### config.mk
export PLATFORM = sky130hd
export DESIGN_NAME = hq_precoder_engine
export DESIGN_NICKNAME = d
export VERILOG_FILES = /design/src/rtl/hq_pkg.sv /design/src/rtl/hq_precoder_engine_cmac.sv /design/src/rtl/hq_precoder_engine.sv
export SDC_FILE = /design/constraint.sdc
export NUM_CORES = 1
export LEC_CHECK = 0
export CORE_ASPECT_RATIO = 1.1
export CORE_UTILIZATION = 55
export DETAILED_ROUTE_END_ITERATION = 12
export GPL_ROUTABILITY_DRIVEN = 0
export GPL_TIMING_DRIVEN = 1
export PLACE_DENSITY = 0.72
export SLEW_MARGIN = 20
export SYNTH_ARGS = -nofsm -noshare
export SYNTH_HDL_FRONTEND = slang
export SYNTH_SLANG_ARGS = --single-unit
### constraint.sdc
create_clock -name clk -period 16.2 [get_ports clk]
set_input_delay 1.62 -clock clk [delete_from_list [all_inputs] [get_ports clk]]
set_output_delay 1.62 -clock clk [all_outputs]
set_load 0.02 [all_outputs]
### src/rtl/hq_pkg.sv
// Shared definitions for the H*S_q precoder engine.
//   - cb_code encoding constants
//   - FSM state enum
//   - default 16 x 4 x 2 codebook table and a lookup helper used at reset
package hq_pkg;

    localparam logic [1:0] CB_POS  = 2'b00;  // +0.5
    localparam logic [1:0] CB_NEG  = 2'b01;  // -0.5
    localparam logic [1:0] CB_POSJ = 2'b10;  // +0.5j
    localparam logic [1:0] CB_NEGJ = 2'b11;  // -0.5j

    typedef enum logic [2:0] {
        IDLE,
        LOAD,
        CALC,
        OUT,
        DONE
    } state_t;

    localparam int unsigned DEF_NUM_CB = 16;
    localparam int unsigned DEF_INNER  = 4;
    localparam int unsigned DEF_COLS   = 2;

    // One 16-bit word per codebook entry q (q0 in the low word).
    // Within a word, entry (k, j) sits at bits [2*(k*2+j) +: 2].
    localparam logic [255:0] DEF_CB = {
        16'hC3C3, 16'hA5A5, 16'h6996, 16'h3C3C,
        16'hF0F0, 16'h0F0F, 16'hB1C6, 16'h2D78,
        16'hE41B, 16'h9C63, 16'h1234, 16'hFFFF,
        16'hAAAA, 16'h5555, 16'h0000, 16'h1010
    };

    // Reset code for entry (q, k, j); anything outside the 16 x 4 x 2 table is +0.5.
    function automatic logic [1:0] default_code(
        input int unsigned q,
        input int unsigned k,
        input int unsigned j,
        input int unsigned inner,
        input int unsigned cols
    );
        logic [255:0] tmp;
        if (inner != DEF_INNER || cols != DEF_COLS || q >= DEF_NUM_CB)
            return CB_POS;
        tmp = DEF_CB >> (16 * q + 2 * (k * DEF_COLS + j));
        return tmp[1:0];
    endfunction

endpackage

### src/rtl/hq_precoder_engine_cmac.sv
// hq_cmac_sel: complex sign/swap select and accumulator for one Hq element.
//   clk, rst        clock, asynchronous active-high reset (accumulator -> 0)
//   clear           first term of an element: load term instead of adding
//   en              accumulate this cycle
//   code            cb_code of the current S entry
//   h_r, h_i        current H element
//   res_r, res_i    (acc >>> 1) reduced to N bits
// Macro HQ_SAT_EN: defined -> saturate to N bits, undefined -> wrap.
module hq_cmac_sel #(
    parameter int unsigned N     = 16,
    parameter int unsigned INNER = 4
) (
    input  logic         clk,
    input  logic         rst,
    input  logic         clear,
    input  logic         en,
    input  logic [1:0]   code,
    input  logic [N-1:0] h_r,
    input  logic [N-1:0] h_i,
    output logic [N-1:0] res_r,
    output logic [N-1:0] res_i
);
    import hq_pkg::*;

    localparam int unsigned AW = N + $clog2(INNER) + 1;

    logic signed [AW-1:0] ext_r, ext_i, term_r, term_i, acc_r, acc_i, sh_r, sh_i;

    assign ext_r = AW'($signed(h_r));
    assign ext_i = AW'($signed(h_i));

    // The 0.5 factor is applied once at the output shift, so terms are +-1, +-j.
    always_comb begin
        term_r = ext_r;
        term_i = ext_i;
        case (code)
            CB_NEG:  begin term_r = -ext_r; term_i = -ext_i; end
            CB_POSJ: begin term_r = -ext_i; term_i =  ext_r; end
            CB_NEGJ: begin term_r =  ext_i; term_i = -ext_r; end
            default: ;
        endcase
    end

    always_ff @(posedge clk or posedge rst) begin
        if (rst) begin
            acc_r <= '0;
            acc_i <= '0;
        end else if (en) begin
            acc_r <= clear ? term_r : acc_r + term_r;
            acc_i <= clear ? term_i : acc_i + term_i;
        end
    end

    assign sh_r = acc_r >>> 1;
    assign sh_i = acc_i >>> 1;

`ifdef HQ_SAT_EN
    localparam logic signed [AW-1:0] MAXV = {{(AW-N+1){1'b0}}, {(N-1){1'b1}}};
    localparam logic signed [AW-1:0] MINV = {{(AW-N+1){1'b1}}, {(N-1){1'b0}}};

    function automatic logic [N-1:0] reduce(input logic signed [AW-1:0] v);
        if (v > MAXV) return MAXV[N-1:0];
        if (v < MINV) return MINV[N-1:0];
        return v[N-1:0];
    endfunction
`else
    function automatic logic [N-1:0] reduce(input logic signed [AW-1:0] v);
        return v[N-1:0];
    endfunction
`endif

    assign res_r = reduce(sh_r);
    assign res_i = reduce(sh_i);

endmodule

### src/rtl/hq_precoder_engine.sv
// hq_precoder_engine: buffers H (ROWS x INNER) and streams Hq = H*S_q for all
// NUM_CB codebook entries, one element per handshake (j fastest, then row, then q).
//   clk, rst                   clock, asynchronous active-high reset
//   start                      begin a run (IDLE only)
//   h_valid/h_ready, h_r/h_i   H input stream, row-major
//   cb_we/cb_addr/cb_code      codebook write (IDLE only), addr = q*INNER*COLS + k*COLS + j
//   out_valid/out_ready        Hq output handshake
//   out_r/out_i                Hq element
//   out_q/out_row/out_col      element tags
//   mat_done                   last element of the current Hq
//   all_done                   one-cycle pulse after the final handshake
//   busy                       not IDLE
// Macro HQ_SAT_EN selects saturating (defined) or wrapping (undefined) output.
module hq_precoder_engine #(
    parameter int unsigned N      = 16,
    parameter int unsigned FRAC   = 8,
    parameter int unsigned ROWS   = 4,
    parameter int unsigned INNER  = 4,
    parameter int unsigned COLS   = 2,
    parameter int unsigned NUM_CB = 16,
    localparam int unsigned CB_DEPTH = NUM_CB * INNER * COLS,
    localparam int unsigned CBW = (CB_DEPTH > 1) ? $clog2(CB_DEPTH) : 1,
    localparam int unsigned QW  = (NUM_CB > 1) ? $clog2(NUM_CB) : 1,
    localparam int unsigned RW  = (ROWS > 1) ? $clog2(ROWS) : 1,
    localparam int unsigned CW  = (COLS > 1) ? $clog2(COLS) : 1
) (
    input  logic           clk,
    input  logic           rst,
    input  logic           start,
    input  logic           h_valid,
    output logic           h_ready,
    input  logic [N-1:0]   h_r,
    input  logic [N-1:0]   h_i,
    input  logic           cb_we,
    input  logic [CBW-1:0] cb_addr,
    input  logic [1:0]     cb_code,
    output logic           out_valid,
    input  logic           out_ready,
    output logic [N-1:0]   out_r,
    output logic [N-1:0]   out_i,
    output logic [QW-1:0]  out_q,
    output logic [RW-1:0]  out_row,
    output logic [CW-1:0]  out_col,
    output logic           mat_done,
    output logic           all_done,
    output logic           busy
);
    import hq_pkg::*;

    localparam int unsigned HD = ROWS * INNER;
    localparam int unsigned HW = (HD > 1) ? $clog2(HD) : 1;
    localparam int unsigned KW = (INNER > 1) ? $clog2(INNER) : 1;

    state_t state, state_nxt;

    logic [HW-1:0]  ld_cnt;
    logic [QW-1:0]  q_cnt;
    logic [RW-1:0]  i_cnt;
    logic [CW-1:0]  j_cnt;
    logic [KW-1:0]  k_cnt;
    logic [N-1:0]   hmem_r [HD];
    logic [N-1:0]   hmem_i [HD];
    logic [1:0]     cb_mem [CB_DEPTH];
    logic           ld_last, k_last, j_last, i_last, q_last;
    logic [HW-1:0]  h_idx;
    logic [CBW-1:0] cb_idx;
    logic           acc_clr, acc_en;

    assign ld_last = (ld_cnt == HW'(HD - 1));
    assign k_last  = (k_cnt == KW'(INNER - 1));
    assign j_last  = (j_cnt == CW'(COLS - 1));
    assign i_last  = (i_cnt == RW'(ROWS - 1));
    assign q_last  = (q_cnt == QW'(NUM_CB - 1));

    assign h_idx  = HW'(32'(i_cnt) * INNER + 32'(k_cnt));
    assign cb_idx = CBW'(32'(q_cnt) * (INNER * COLS) + 32'(k_cnt) * COLS + 32'(j_cnt));

    // State register
    always_ff @(posedge clk or posedge rst) begin
        if (rst) state <= IDLE;
        else     state <= state_nxt;
    end

    // Next-state logic
    always_comb begin
        state_nxt = state;
        case (state)
            IDLE: if (start)             state_nxt = LOAD;
            LOAD: if (h_valid && ld_last) state_nxt = CALC;
            CALC: if (k_last)            state_nxt = OUT;
            OUT:  if (out_ready)         state_nxt = (q_last && i_last && j_last) ? DONE : CALC;
            DONE:                        state_nxt = IDLE;
            default:                     state_nxt = IDLE;
        endcase
    end

    // Output decode
    always_comb begin
        h_ready   = 1'b0;
        out_valid = 1'b0;
        mat_done  = 1'b0;
        all_done  = 1'b0;
        busy      = 1'b1;
        case (state)
            IDLE: busy = 1'b0;
            LOAD: h_ready = 1'b1;
            OUT: begin
                out_valid = 1'b1;
                mat_done  = i_last && j_last;
            end
            DONE: all_done = 1'b1;
            default: ;
        endcase
    end

    // Load / element / term counters; none move while OUT waits on out_ready.
    always_ff @(posedge clk or posedge rst) begin
        if (rst) begin
            ld_cnt <= '0;
            q_cnt  <= '0;
            i_cnt  <= '0;
            j_cnt  <= '0;
            k_cnt  <= '0;
        end else begin
            case (state)
                IDLE: if (start) begin
                    ld_cnt <= '0;
                    q_cnt  <= '0;
                    i_cnt  <= '0;
                    j_cnt  <= '0;
                    k_cnt  <= '0;
                end
                LOAD: if (h_valid) ld_cnt <= ld_last ? '0 : ld_cnt + 1'b1;
                CALC: k_cnt <= k_last ? '0 : k_cnt + 1'b1;
                OUT: if (out_ready) begin
                    if (j_last) begin
                        j_cnt <= '0;
                        if (i_last) begin
                            i_cnt <= '0;
                            q_cnt <= q_last ? '0 : q_cnt + 1'b1;
                        end else begin
                            i_cnt <= i_cnt + 1'b1;
                        end
                    end else begin
                        j_cnt <= j_cnt + 1'b1;
                    end
                end
                default: ;
            endcase
        end
    end

    // H buffer carries no reset; its contents are only read after a full LOAD.
    always_ff @(posedge clk) begin
        if (state == LOAD && h_valid) begin
            hmem_r[ld_cnt] <= h_r;
            hmem_i[ld_cnt] <= h_i;
        end
    end

    always_ff @(posedge clk or posedge rst) begin
        if (rst) begin
            for (int unsigned a = 0; a < CB_DEPTH; a++)
                cb_mem[CBW'(a)] <= default_code(a / (INNER * COLS), (a / COLS) % INNER,
                                                a % COLS, INNER, COLS);
        end else if (cb_we && state == IDLE && 32'(cb_addr) < CB_DEPTH) begin
            cb_mem[cb_addr] <= cb_code;
        end
    end

    assign acc_en  = (state == CALC);
    assign acc_clr = (state == CALC) && (k_cnt == '0);

    hq_cmac_sel #(
        .N     (N),
        .INNER (INNER)
    ) u_cmac (
        .clk   (clk),
        .rst   (rst),
        .clear (acc_clr),
        .en    (acc_en),
        .code  (cb_mem[cb_idx]),
        .h_r   (hmem_r[h_idx]),
        .h_i   (hmem_i[h_idx]),
        .res_r (out_r),
        .res_i (out_i)
    );

    assign out_q   = q_cnt;
    assign out_row = i_cnt;
    assign out_col = j_cnt;

endmodule

# ---- Yosys cells after proc, flatten, opt, wreduce, memory -nomap -nowiden
# Memories as Yosys holds them, arrays and structs flattened.
# Cells that the tools add are included.
dict set report totals {
  ram_bits 512
  input_bits 47
  register_bits 310
  mem_count 2
  elab_cells 235
}
# memory depth word_bits rd rd_ports_with_merged_regs write_ports line
set memory_table {}
lappend memory_table {hmem_i 16 16 1 0 1 hq_precoder_engine.sv:62} ;# logic [N-1:0] hmem_i [HD];
lappend memory_table {hmem_r 16 16 1 0 1 hq_precoder_engine.sv:61} ;# logic [N-1:0] hmem_r [HD];
dict set report classes {
  magnitude_cmp 3
  n_mux 43
  bitwise_logic 2
  n_reduce_logical 19
  n_eq_ne 18
  add_sub_neg 12
}
# op n
set ops {}
lappend ops {{$bwmux W256} 1}
lappend ops {{$pmux W19 S3} 2}
lappend ops {{$add A19 B19 Y19} 2}
lappend ops {{$mux W19} 2}
lappend ops {{$neg A16 Y19} 2}
lappend ops {{$mux W4} 7}
lappend ops {{$ge A8 B8 Y1 const B} 2}
lappend ops {{$mux W2} 8}
lappend ops {{$not A7 Y8} 2}
lappend ops {{$pmux W4 S2} 2}
lappend ops {{$mux W3} 5}
lappend ops {{$bmux W2 S7} 1}
lappend ops {{$demux W2 S7} 1}
lappend ops {{$ne A2 B2 Y1 const B} 7}
lappend ops {{$pmux W3 S4} 1}
lappend ops {{$mux W1} 10}
lappend ops {{$add A4 B1 Y4 const B} 2}
lappend ops {{$eq A2 B2 Y1 const B} 4}
lappend ops {{$eq A4 B4 Y1 const B} 2}
lappend ops {{$logic_and A1 B1 Y1} 8}
lappend ops {{$lt A8 B1 Y1 const B} 1}
lappend ops {{$pmux W2 S2} 2}
lappend ops {{$reduce_and A4 Y1} 2}
lappend ops {{$add A7 B1 Y7} 1}
lappend ops {{15 further kinds} 20}

# ---- Logic depth before layout (Yosys ltp)
dict set report logic_depth {
  word_depth 10
  ltp_mapped 28
}

# ---- By module
# A second synthesis with hierarchy kept.
dict set report hier_totals {
  hier_cells 2402
  area_unflattened_um2 37372.1
}
# mod seq_area_each_um2 cells_per_inst instances area_per_inst_um2
set by_module_without_submodules {}
lappend by_module_without_submodules {hq_precoder_engine 22330.2 1780 1 32762.7}
lappend by_module_without_submodules {hq_cmac_sel 850.8 622 1 4609.4}

# ---- Worst setup path before layout
# No wires, ideal clock.
dict set report synth_path {
  path_type {register -> register}
  startpoint {register j_cnt, in the netlist out_col}
  endpoint {register u_cmac.acc_i[16]}
  path_stages_with_launch 24
  arrival_time_ps 5344
  path_buffers 5
  required_time_ps 16132
  period_less_slack_ps 5412
  setup_time_ps 68
  slack_ps 10788
  path_cell_list {dfrtp_1 buf_2 buf_2 buf_2 mux4_2 a22o_1 o21ai_0 o211ai_1 a21oi_1 buf_4 buf_2 mux2i_1 inv_1 fa_1 nor2b_1 o31a_1 o211ai_1 a21oi_1 nor3_1 o41a_1 o21ai_0 nor4b_1 o21ai_0 nand3_1}
}
dict set report synth_between {
  elab_chain_cells 9
  word_cells_on_any_way 11
  cone_classes {add/sub: 2; eq/ne: 3; mux: 5; bitwise: 1}
}
# item line
set synth_rtl {}
lappend synth_rtl {{start, declared} hq_precoder_engine.sv:59} ;# logic [CW-1:0] j_cnt;
lappend synth_rtl {{start signal, assigned} hq_precoder_engine.sv:145} ;# j_cnt <= j_cnt + 1'b1;
lappend synth_rtl {{$add A7 B1 Y7 *} hq_precoder_engine.sv:76} ;# assign cb_idx = CBW'(32'(q_cnt) * (INNER * COLS) + 32'(k_cnt) * COLS + 32'(j_cnt));
lappend synth_rtl {{$not A7 Y8 (not written as such) *} hq_precoder_engine.sv:182} ;# .code (cb_mem[cb_idx]),
lappend synth_rtl {{$bmux W2 S7 *} hq_precoder_engine.sv:182}
lappend synth_rtl {{$mux W2 (not written as such) * (2 in series)} hq_precoder_engine.sv:182}
lappend synth_rtl {{$eq A2 B2 Y1 or $eq A2 B1 Y1 (tied branches)} hq_precoder_engine_cmac.sv:36} ;# case (code)
lappend synth_rtl {{$pmux W19 S3 *} hq_precoder_engine_cmac.sv:36}
lappend synth_rtl {{$add A19 B19 Y19} hq_precoder_engine_cmac.sv:50} ;# acc_i <= clear ? term_i : acc_i + term_i;
lappend synth_rtl {{$mux W19 *} hq_precoder_engine_cmac.sv:50}
lappend synth_rtl {{end signal, assigned} hq_precoder_engine_cmac.sv:50}
lappend synth_rtl {{end, declared} hq_precoder_engine_cmac.sv:27} ;# logic signed [AW-1:0] ext_r, ext_i, term_r, term_i, acc_r, acc_i, sh_r, sh_i;
# Every way passes the cells marked *; elsewhere a longest branch is shown, timed or not. The select of a mux whose other input is x is not followed.
# A chain may end at the register's enable or synchronous reset.

# ---- Final worst setup path
dict set report layout_path {
  startpoint {register k_cnt[0]}
  endpoint {register u_cmac.acc_r[16]}
}
dict set report layout_between {
  elab_chain_cells 10
  word_cells_on_any_way 19
  cone_classes {add/sub: 6; eq/ne: 3; mux: 5; bitwise: 1; reduce/logical: 2; memory: 2}
}
# item line
set layout_rtl {}
lappend layout_rtl {{start, declared} hq_precoder_engine.sv:60} ;# logic [KW-1:0] k_cnt;
lappend layout_rtl {{start signal, assigned} hq_precoder_engine.sv:134} ;# CALC: k_cnt <= k_last ? '0 : k_cnt + 1'b1;
lappend layout_rtl {{$add A7 B3 Y7} hq_precoder_engine.sv:76}
lappend layout_rtl {{$add A7 B1 Y7} hq_precoder_engine.sv:76}
lappend layout_rtl {{$not A7 Y8 (not written as such)} hq_precoder_engine.sv:182}
lappend layout_rtl {{$bmux W2 S7} hq_precoder_engine.sv:182}
lappend layout_rtl {{$mux W2 (not written as such) (2 in series)} hq_precoder_engine.sv:182}
lappend layout_rtl {{$eq A2 B2 Y1 or $eq A2 B1 Y1 (tied branches)} hq_precoder_engine_cmac.sv:36}
lappend layout_rtl {{$pmux W19 S3} hq_precoder_engine_cmac.sv:36}
lappend layout_rtl {{$add A19 B19 Y19} hq_precoder_engine_cmac.sv:49} ;# acc_r <= clear ? term_r : acc_r + term_r;
lappend layout_rtl {{$mux W19 *} hq_precoder_engine_cmac.sv:49}
lappend layout_rtl {{end signal, assigned} hq_precoder_engine_cmac.sv:49}
lappend layout_rtl {{end, declared} hq_precoder_engine_cmac.sv:27}
# Marks and branches as above.

==> out/results.ini <==
[status]
outcome=complete, no violations

[cts]
h-tree-depth=3
clk_pin_slew_ps=60
cts_tree=done
cts_root_buf=clkbuf_16
cts_num_sinks=818
cts-resized-gates=0
cts_buffers=82
clockBufferDepth=3
post_cts_buffers=0
worstSkewPairLatency_ps=660
holdBufCountCts=0

[sta]
setup_viol=0
fin_crit_ps=7987
tns_ps=0
tightest_slew_ps=1121
finalMaxSlewViolations=0
max_slew_margin=0.2502
clock.fmax_mhz=125.2
min_period_over_period=0.4930
hold_violations=0
skew_ps=36.46
fin_ws_ps=8213
rsz0062_at_grt=false

[critical_path]
crit_fanout=56
r2r-start=k_cnt[0]
cp-end-kind=flip-flop
critPathLaunchType=flip-flop
worstSetupStartpoint=k_cnt[0]
crit_arrival_ps=8580
criticalPathCategory=flip-flop to flip-flop
required_ps=16790

[floorplanning]
placementRows=100
die_area_mm2=0.06977
die_y_um=276.9
initial_utilization=0.5573
io_pins=91
core_mm2=0.06782
fp.dieW_um=251.9

[detailed_routing]
ant_nets=0
vias_per_cell=6.367
firstDrtPassIters=6
drt-wirelength-per-cell_um=27.01
drt-initial-drc-count=2260
drc=0
vias=22110
wl_mm=93.79

[synthesis]
syn-num-nets=2535
ys_seq_elements=818
synth_cells=2444
yosysWarnings=0
ys.flop_type=edfxtp_1
synth_cell_types=83
synth_async_sr_flop_share=0.3741
synthesis.area_mm2=0.03779
postSynthAreaPerCell_um2=15.46
yosysSeqAreaShare=0.6134
synth-edff-count=512

[global_route]
grt_max_degree=171
use_met2=0.4461
antenna_found_initial=4
use_met1=0.3728
grt.overflow.total=0
grt_pass1_wl_mm=141.3
grt_busiest_layer=met2
track_usage=0.2729
grt_use_met3=0.04925
grt_pass1_vias=22370

[pwr]
power_density_mw_per_mm2=185.5
vdd_drop_max_mv=0.1249
p_leak_nw=15.59

[layout]
drive_above_1_share=0.3144
mostFrequentLayoutCells=512 x edfxtp_1, 259 x mux2_2, 194 x mux4_2
fin_nets=2576
insertedDiodeCount=0
nFillCells=4912
layout_commonest_cell=edfxtp_1
areaGrowthSynthToFinish_pct=11.61

[placed_design]
portBuffers=90
post-place-ws_ps=8192
dp.final_hpwl_mm=55.73

[flow_run]
max_cap_viol_count=0

[min_path]
min_from=u_cmac.acc_r[0]
min_path_type=flip-flop to flip-flop

[logic make-up (layout without fill, tap and decap cells)]
| kind of cell | after synthesis | after routing | synth area share |
|---|---|---|---|
| AO/OA/AOI/OAI | 297 | 297 | 0.05522 |
| XOR/XNOR | 52 | 52 | 0.01245 |
| adder cells (fa/ha/maj) | 44 | 44 | 0.01496 |
| buffers and inverters | 206 | 316 | 0.02990 |
| flip-flops | 818 | 818 | 0.6134 |
| multiplexers | 533 | 533 | 0.2140 |
| AND/OR/NAND/NOR | 494 | 494 | 0.06009 |
[synthesized netlist by cell type, types with 32 or more instances]
cell	count	area, um2
mux4_2	194	4369
nor2_1	162	608.1
dfstp_2	119	3127
mux2_2	259	2917
o21ai_0	48	240.2
nor3_1	32	160.2
ha_1	42	525.5
xnor2_1	34	297.8
mux2i_1	79	790.8
edfxtp_1	512	15370
buf_4	46	345.3
nand2_1	168	630.6
dfrtp_1	187	4679
a21oi_1	65	325.3
clkbuf_1	80	300.3
[final timing paths]
kind                            slack, ps                to  depth (start not counted)
worst max-delay path                 8210  u_cmac.acc_r[16]                         19
worst min-delay path                  490   u_cmac.acc_r[0]                          2
worst max register to register       8210  u_cmac.acc_r[16]                         19
worst min register to register        490   u_cmac.acc_r[0]                          2
max in group asynchronous           13070         cb_mem[2]                          3
min in group asynchronous            1510  u_cmac.acc_r[15]                          2
[cell type report]
cell class / instances / area (um2) / area share
flip-flops and latches: 818 / 23190 / 0.5498
multi-input cells: 1420 / 13640 / 0.3233
clock buffers: 110 / 2277 / 0.05399
repair buffers: 134 / 1251 / 0.02966
well taps: 918 / 1149 / 0.02723
clock inverters: 43 / 559.3 / 0.01326
inverters: 29 / 116.4 / 0.002759
[report_power, final]
group	leakage, nW	internal, W	total, W	switching [W]
Combinational	5.86	0.00145	0.00343	0.00198
Sequential	8.34	0.00231	0.00243	0.000121
Clock	1.39	0.00114	0.00197	0.000823
[worst max-delay path, stage by stage (launching register included)]
cell	delay [ps]
dfrtp_4	770
buf_4	810
buf_4	780
buf_4	670
mux4_2	580
a22o_1	270
a221oi_2	550
nand4_1	380
or3_1	450
o21ai_1	130
a221oi_2	120
ha_1	390
and2_1	210
a22o_1	220
a311oi_1	410
o41ai_1	200
a31o_2	300
or3_1	310
a21o_1	180
nand3_1	70
[per-layer routing]
| layer | part of all wire | vias up |
|---|---|---|
| met5 | 0.00054 | - |
| met4 | 0.028 | 8 |
| met3 | 0.075 | 170 |
| met2 | 0.49 | 916 |
| met1 | 0.40 | 11510 |
| li1 | - | 9505 |
[sequential cells by signal, summed over array words and instances (netlist names)]
name / count
cb_mem: 256
hmem_i: 256
hmem_r: 256
k_cnt: 2
ld_cnt: 4
out_col: 1
out_q: 4
out_row: 2
state: 3
u_cmac.acc_i: 17
u_cmac.acc_r: 17
[through the flow]
step                      total power [W]  instances  cell area [um2]  hold WS (ps)  utilization
final                            0.007823       3472            42180         489.9       0.6220
after global routing             0.008202       3472            42180         507.9       0.6220
after CTS                        0.007829       3472            42170         495.5       0.6219
after detailed placement         0.005856       3319            39340         482.8       0.5800
after global placement           0.005759       3319            39340         468.9       0.5800
after floorplan                  0.005052       2444            37790         456.3            -
Power figures use the tool's default switching activity.
==> RTL change, RTL diff (same settings) <==
Re-encode `state_t` (5 states) as Gray code, 3 bits wide.
--- a/src/rtl/hq_pkg.sv
+++ b/src/rtl/hq_pkg.sv
@@ -10,11 +10,11 @@
     localparam logic [1:0] CB_NEGJ = 2'b11;  // -0.5j
 
     typedef enum logic [2:0] {
-        IDLE,
-        LOAD,
-        CALC,
-        OUT,
-        DONE
+        IDLE = 3'b000,
+        LOAD = 3'b001,
+        CALC = 3'b011,
+        OUT  = 3'b010,
+        DONE = 3'b110
     } state_t;
 
     localparam int unsigned DEF_NUM_CB = 16;
Formal check against the unedited RTL: no difference found for any inputs over 4 cycles, from zero or initial values and one cycle with rst high; so few cycles prove little.
==> RTL change against the original RTL <==
Power down 5.3%. Combinational power shrank 13%. Synthesized area decreased by 0.24%. Sequential share of layout area down 0.069 points. Setup slack lost 0.14 ns. Sequential cell count stayed put. Die area down 0.24%. Routed wire length shrank 1.5%. Design area increased by 0.14%.
==> RTL change: results (changes against the original RTL) <==
Run status
  • Outcome: finished clean (unchanged)

Logic synthesis
  • Compound-Gate Fraction of Synth Area: 4.80% (was 5.52%)
  • Post-synthesis mux area share: 22.2% (was 21.4%)
  • Top cells by instance count after synthesis: edfxtp_1 (512), mux2_2 (271), dfrtp_1 (187), mux4_2 (187), nor2_1 (173) (was edfxtp_1 (512), mux2_2 (259), mux4_2 (194))
  • Cell variety after synth: 78 (was 83)
  • Post-Synth Adder-Cell Area: 1.50% (about the same)
  • Top post-synthesis cells by area: edfxtp_1 (41%), dfrtp_1 (12%), mux4_2 (11%) (was edfxtp_1 (41%), dfrtp_1 (12%), mux4_2 (12%))

Finish
  • Multi-input gates: 1436 (was 1420)
  • ClkCell Share: 6.73% (was 6.72%)
  • Inverters: 34 (was 29)
  • Share of cells above drive strength 1: 31.1% (was 31.4%)
  • Area of the multi-input gates: 0.0136 mm^2 (about the same)
  • Filler Cells Inserted: 4846 (was 4912)
  • Buffering overhead: 3.00% (was 2.97%)
  • Nets: 2599 (was 2576)
  • Seq/total area: 54.9% (was 55.0%)
  • Layout clock buffer count: 105 (was 110)
  • Ant diodes: 2 (was 0)
  • P&R area growth vs syn: 12.0% (was 11.6%)

Global routing
  • GRT Resource Usage Total: 27.0% (was 27.3%)
  • First-pass GRT wire length: 140000 um (was 141000 um)
  • Vias in the first global route: 22633 (was 22372)
  • Largest net degree at the start of global routing: 129 (was 171)
  • Initial antenna violation count: 1 (was 4)

Critical path
  • CP peak stage delay: 0.84 ns (was 0.81 ns)
  • Crit Path Max Fanout: 117 (was 56)
  • Max stage delay cell, worst path: dfrtp_4 (was buf_4)
  • Reg2reg end: u_cmac.acc_i[16] (was u_cmac.acc_r[16])
  • Crit path DAT: 8.69 ns (was 8.58 ns)

Place
  • DPL Wire Length: 55900 um (was 55700 um)
  • DP Area: 0.0394 mm^2 (was 0.0393 mm^2)

Pwr
  • Leakage power: 0.0154 uW (was 0.0156 uW)
  • Max VDD drop: 0.130 mV (was 0.125 mV)
  • P_int: 4690 uW (was 4900 uW)

Detailed routing
  • First DRT Iteration DRCs: 2023 (was 2260)
  • WL final: 92400 um (was 93800 um)

Timing
  • Clk_skew: 0.0393 ns (was 0.0365 ns)

Worst hold path
  • Hold endpoint: u_cmac.acc_i[0] (was u_cmac.acc_r[0])
  • Beginning of the worst hold path: u_cmac.acc_i[0] (was u_cmac.acc_r[0])
RTL change: changes by cell type in the layout (fill, tap and decap cells not counted), sizes merged, moves of 6 or more:
cell    unedited run  this run
mux2i             79       100
a21o              18         8
o21ai             61        74
a22o              22         2
mux2             260       272
nand2            168       160
nor2             164       173
a211oi             7        13
a221oi            15        23
inv               27        34
RTL change: stage by stage:
| stage | cells | util [%] | hold WS, ns | setup slack, ns |
|---|---|---|---|---|
| 2_1_floorplan | 2462 | - | 0.456 | 6.32 |
| 3_3_place_gp | 3341 | 58.2 | 0.469 | 8.42 |
| 3_5_place_dp | 3341 | 58.2 | 0.477 | 8.27 |
| 4_1_cts | 3494 | 62.4 | 0.490 | 8.20 |
| 5_1_grt | 3496 | 62.4 | 0.519 | 7.57 |
| 6_report | 3497 | 62.4 | 0.489 | 8.08 |
RTL change: routing by layer:
metal  GRT usage [%]  wire length, um  vias up
met5               0                0        -
met4            9.41             2780        0
met3            4.09             6280      183
met1            36.1            36800    11444
li1                -                -     9530
met2            45.1            46500      866
